<file path="src/rtl/user_input_debounce.sv">
// Synchronizes, debounces and edge-detects the active-low buttons/DIP switches on clk_50.
// Define USER_INPUT_LONG_PRESS_EN to build per-input hold counters driving long_press.
`timescale 1ns/1ps

module user_input_debounce #(
  parameter int unsigned N_INPUTS       = 5,
  parameter int unsigned TICK_CYCLES    = 50000,
  parameter int unsigned DEBOUNCE_TICKS = 20,
  parameter int unsigned LONG_TICKS     = 1000
) (
  input  logic                clk_50,
  input  logic                reset,
  input  logic [N_INPUTS-1:0] in_n,
  output logic [N_INPUTS-1:0] state,
  output logic [N_INPUTS-1:0] press,
  output logic [N_INPUTS-1:0] release_pulse,
  output logic [7:0]          event_count,
  output logic [N_INPUTS-1:0] long_press
);

  localparam int unsigned PresW = (TICK_CYCLES > 1) ? $clog2(TICK_CYCLES) : 1;
  localparam int unsigned DebW  = (DEBOUNCE_TICKS > 1) ? $clog2(DEBOUNCE_TICKS) : 1;
  localparam logic [PresW-1:0] PresReload = PresW'(TICK_CYCLES - 1);
  localparam logic [DebW-1:0]  DebLast    = DebW'(DEBOUNCE_TICKS - 1);

  logic [N_INPUTS-1:0]            sync1_q, sync2_q;
  logic [N_INPUTS-1:0]            s;
  logic [PresW-1:0]               presc_q, presc_d;
  logic                           tick;
  logic [N_INPUTS-1:0][DebW-1:0]  deb_cnt_q, deb_cnt_d;
  logic [N_INPUTS-1:0]            state_q, state_d, state_dly_q;
  logic [N_INPUTS-1:0]            press_q, release_q;
  logic [7:0]                     event_count_q, event_count_d;
  logic [7:0]                     press_sum;

  assign s    = ~sync2_q;
  assign tick = (presc_q == '0);

  always_comb begin
    presc_d = tick ? PresReload : presc_q - 1'b1;
  end

  // Counter only runs while the synchronized input disagrees with the accepted level.
  always_comb begin
    state_d   = state_q;
    deb_cnt_d = deb_cnt_q;
    for (int i = 0; i < int'(N_INPUTS); i++) begin
      if (s[i] == state_q[i]) begin
        deb_cnt_d[i] = '0;
      end else if (tick) begin
        if (deb_cnt_q[i] == DebLast) begin
          state_d[i]   = ~state_q[i];
          deb_cnt_d[i] = '0;
        end else begin
          deb_cnt_d[i] = deb_cnt_q[i] + 1'b1;
        end
      end
    end
  end

  always_comb begin
    press_sum = '0;
    for (int i = 0; i < int'(N_INPUTS); i++) begin
      press_sum = press_sum + 8'(press_q[i]);
    end
    event_count_d = event_count_q + press_sum;
  end

  always_ff @(posedge clk_50 or posedge reset) begin
    if (reset) begin
      sync1_q       <= '1;
      sync2_q       <= '1;
      presc_q       <= PresReload;
      deb_cnt_q     <= '0;
      state_q       <= '0;
      state_dly_q   <= '0;
      press_q       <= '0;
      release_q     <= '0;
      event_count_q <= '0;
    end else begin
      sync1_q       <= in_n;
      sync2_q       <= sync1_q;
      presc_q       <= presc_d;
      deb_cnt_q     <= deb_cnt_d;
      state_q       <= state_d;
      state_dly_q   <= state_q;
      press_q       <= state_q & ~state_dly_q;
      release_q     <= ~state_q & state_dly_q;
      event_count_q <= event_count_d;
    end
  end

  assign state         = state_q;
  assign press         = press_q;
  assign release_pulse = release_q;
  assign event_count   = event_count_q;

`ifdef USER_INPUT_LONG_PRESS_EN
  localparam int unsigned HoldW = $clog2(LONG_TICKS + 1);
  localparam logic [HoldW-1:0] HoldMax = HoldW'(LONG_TICKS);
  localparam logic [HoldW-1:0] HoldPre = HoldW'(LONG_TICKS - 1);

  logic [N_INPUTS-1:0][HoldW-1:0] hold_q, hold_d;
  logic [N_INPUTS-1:0]            long_q, long_d;

  // Saturating at HoldMax is what suppresses repeats until the input is released.
  always_comb begin
    hold_d = hold_q;
    long_d = '0;
    for (int i = 0; i < int'(N_INPUTS); i++) begin
      if (!state_q[i]) begin
        hold_d[i] = '0;
      end else if (tick && (hold_q[i] != HoldMax)) begin
        hold_d[i] = hold_q[i] + 1'b1;
        long_d[i] = (hold_q[i] == HoldPre);
      end
    end
  end

  always_ff @(posedge clk_50 or posedge reset) begin
    if (reset) begin
      hold_q <= '0;
      long_q <= '0;
    end else begin
      hold_q <= hold_d;
      long_q <= long_d;
    end
  end

  assign long_press = long_q;
`else
  assign long_press = '0;
`endif

endmodule

</file>
<file path="config.mk">
export PLATFORM = sky130hd
export DESIGN_NAME = user_input_debounce
export DESIGN_NICKNAME = d
export VERILOG_FILES = /design/src/rtl/user_input_debounce.sv
export SDC_FILE = /design/constraint.sdc
export NUM_CORES = 1
export LEC_CHECK = 0
export BUFFER_PORTS_ARGS = -buffer_cell sky130_fd_sc_hd__buf_2
export CAP_MARGIN = 20
export CORE_MARGIN = 2
export CORE_UTILIZATION = 25
export DETAILED_ROUTE_END_ITERATION = 8
export PLACE_DENSITY = 0.44
export SETUP_SLACK_MARGIN = 0.4
export SYNTH_ARGS = -nofsm -noshare
export SYNTH_HDL_FRONTEND = slang
export SYNTH_SLANG_ARGS = --single-unit
</file>
<file path="constraint.sdc">
create_clock -name clk_50 -period 3.32 [get_ports clk_50]
set_input_delay 0.166 -clock clk_50 [delete_from_list [all_inputs] [get_ports clk_50]]
set_output_delay 0.166 -clock clk_50 [all_outputs]
set_load 0.05 [all_outputs]
</file>
==> results_dict.tcl <==
set metrics [dict create \
    status "finished clean" \
    antenna_left 0 \
    rows 43 \
    drt_iter0_drc 153 \
    tightest_slew_ps 815.5 \
    worstHoldStart "sync1_q[3]" \
    crit_arrival_ps 2950 \
    final-hold-violation-count 0 \
    post-cts-setup-buffers 0 \
    crit_chain "fa_1 -> inv_1 -> fa_1 -> inv_1 -> ha_1 -> fa_2 -> a21oi_2 -> nor2b_1 -> and3_1 -> xor2_1" \
    start_util 0.2587 \
    syn_area_um2 3618 \
    ys_types 38 \
    die_y_um 124.3 \
    rr_startpoint "press[0]" \
    fillers 1469 \
    synth_seq_area_share 0.5529 \
    peakVddDrop_v 0.0002385 \
    hold_depth 0 \
    cts_tree "built" \
    nets 402 \
    synthTopCellsByArea "dfrtp_1 41%, dfstp_2 14%, ha_1 3.8%" \
    cap_violations 0 \
    grt_setup_unrepaired "false" \
    dr.pass1.iters 4 \
    clk_path_buf_depth 2 \
    slowest_delay_ps 540 \
    finalSetupViolCount 0 \
    area_delta_synth_final_pct 19.33 \
    cts_buffers 9 \
    antenna_found_initial 0 \
    overflow 0 \
    final_max_slew_viol_count 0 \
    powerDensity_nw_per_um2 437.5 \
    dr_total_vias 2587 \
    pin_count 35 \
    grt_usage 0.1022 \
    dp_hpwl_mm 4.873 \
    diodes 0 \
    drive_above_1_share 0.1995 \
    finalCoreUtilization 0.3087 \
    power.leakage_nw 2.002 \
    finalSetupTns_ps 0 \
    reg2reg_depth 10 \
    ys_warn_count 0 \
    portBuffers 29 \
    synth_top_area_share 0.4149 \
    synth_top_area_cell "dfrtp_1" \
    path_clk_slew_ps 60 \
    clk_latency_ps 330 \
    avgSynthCellArea_um2 10.77 \
    clkSinkCount 79 \
    min_period_ps 2730 \
    crit_slowest_cell "fa_1" \
    synth_cells 336 \
    core_um2 13990 \
    worst_r2r_endpoint "event_count[6]" \
    htreeDepth 3 \
    dieArea_um2 15450 \
    die_w_um 124.3 \
    wire_per_inst_um 12.67 \
    drc 0 \
    rrSetupSlack_ps 590 \
    grt_pass1_wl_mm 12.92 \
    place_congestion 0.7266 \
    holdPathEnd "sync2_q[3]" \
    cts_root_buf "clkbuf_16" \
    hold_path.class "register to register" \
    path_class "register to register" \
    skew_ps 5.925 \
    viasPerCell 4.571 \
    synth-seq-cells 79 \
    start_kind "register" \
    cp.required_ps 3540 \
    fmax_mhz 366.3 \
    relSlewSlack 0.4564 \
    grt_max_degree 47 \
    finalWirelength_mm 7.173 \
    end_kind "register" \
    crit_fanout 2 \
    finalCritPeriodShare 0.8224 \
    grt_pass1_vias 2630 \
]
routing by layer:
| layer | vias up | wire length [um] | track usage |
|---|---|---|---|
| met1 | 1281 | 3555 | 0.1347 |
| met4 | 0 | 98 | 0.03040 |
| li1 | 1255 | - | - |
| met5 | - | 0 | 0 |
| met2 | 41 | 3255 | 0.1610 |
| met3 | 10 | 263 | 0.03222 |
stage by stage:
step	worst slack (ps)	hold slack (ps)	cells	cell area (um2)	total power, mW
2_1_floorplan	405.6	170.5	340	3635	1.030
3_3_place_gp	551.9	273.0	543	3986	1.041
3_5_place_dp	529.9	272.2	543	3986	1.042
4_1_cts	526.7	351.7	565	4307	1.929
5_1_grt	452.0	350.2	566	4318	1.977
6_report	589.8	351.0	566	4318	1.889
flip-flops by register name, summed over array words and instances, names as in the netlist:
| register | cells |
|---|---|
| presc_q | 16 |
| press | 5 |
| sync2_q | 5 |
| state_dly_q | 5 |
| state | 5 |
| event_count | 8 |
| deb_cnt_q | 25 |
| release_pulse | 5 |
| sync1_q | 5 |
critical path, delay by kind of cell, from the launching register on:
| kind | cells | cell delay [ps] |
|---|---|---|
| adder cells (fa/ha/maj) | 4 | 1580 |
| flip-flops | 1 | 420 |
| AND/OR/NAND/NOR | 2 | 260 |
| AO/OA/AOI/OAI | 1 | 140 |
| XOR/XNOR | 1 | 130 |
| buffers and inverters | 2 | 90 |
area by class of cell:
class,instances,area [um2],share of cell area
clock buffers,11,232.7,0.05390
clock inverters,5,27.53,0.006375
inverters,24,91.34,0.02115
multi-input cells,223,1469,0.3402
flip-flops and latches,79,2002,0.4636
well taps,180,225.2,0.05216
repair buffers,44,270.3,0.06259
kinds of logic (layout without fill, tap and decap cells):
family / count (synthesis) / count (layout) / share of synthesized area
and+or+nand+nor: 132 / 132 / 0.2078
buffers and inverters: 38 / 84 / 0.04702
adders and majority gates: 14 / 14 / 0.05463
muxes: 6 / 6 / 0.01660
AOI/OAI and AO/OA: 47 / 47 / 0.07400
xor gates and xnor gates: 19 / 19 / 0.04599
other: 1 / 5 / 0.001036
DFF: 79 / 79 / 0.5529
power by group:
| group | switching (mW) | total [mW] | internal, mW |
|---|---|---|---|
| clock network | 0.360 | 0.861 | 0.501 |
| registers | 0.00333 | 0.978 | 0.975 |
| logic | 0.0395 | 0.0498 | 0.0103 |
| total | 0.403 | 1.89 | 1.49 |
cell usage after synthesis:
master / instances
a21o_1: 2
a21oi_1: 25
a311oi_1: 5
a41oi_1: 1
and3_1: 4
and4_1: 1
buf_2: 3
buf_4: 6
clkbuf_1: 4
clkbuf_2: 1
conb_1: 1
dfrtp_1: 60
dfstp_2: 19
fa_1: 3
ha_1: 11
inv_1: 24
mux2i_1: 6
nand2_1: 27
nand2b_1: 10
nand3_1: 8
nand4_1: 9
nand4b_1: 2
nor2_1: 15
nor2b_1: 6
nor3_1: 11
nor3b_1: 1
nor4_1: 9
nor4_4: 1
nor4b_1: 1
nor4b_2: 1
o21a_1: 1
o21ai_0: 12
o31ai_1: 1
or3_1: 15
or3b_1: 5
or4_1: 6
xnor2_1: 4
xor2_1: 15
how the worst max path moves through the flow:
stage	from	endpoint	slack, ps	depth (start not counted)
after global routing	press[0]	event_count[6]	450	10
final	press[0]	event_count[6]	590	10
after CTS	press[0]	event_count[6]	530	10
after floorplan	press[1]	event_count[6]	410	10
after global placement	press[0]	event_count[6]	550	10
after detailed placement	press[0]	event_count[6]	530	10
cell usage in the layout, fill, tap and decap left out, types with 2 or more instances in the layout:
master,netlist,final
a21o_1,2,2
a21oi_1,25,24
a311oi_1,5,5
and3_1,4,4
buf_2,3,29
buf_4,6,8
clkbuf_1,4,2
clkbuf_16,0,9
clkinv_2,0,5
conb_1,1,5
dfrtp_1,60,59
dfstp_2,19,19
dlygate4sd3_1,0,6
fa_1,3,2
ha_1,11,11
inv_1,24,23
mux2i_1,6,6
nand2_1,27,27
nand2b_1,10,10
nand3_1,8,8
nand4_1,9,9
nand4b_1,2,2
nor2_1,15,15
nor2b_1,6,6
nor3_1,11,11
nor4_1,9,9
o21ai_0,12,12
or3_1,15,15
or3b_1,5,5
or4_1,6,6
xnor2_1,4,4
xor2_1,15,15
repair_timing:
item | in CTS | in global routing
setup endpoints to repair | 0 | 1
hold buffers | 6 | 0
gates resized for setup | 0 | 2
endpoints found under the hold margin | 15 | 0
Power figures use the tool's default switching activity.
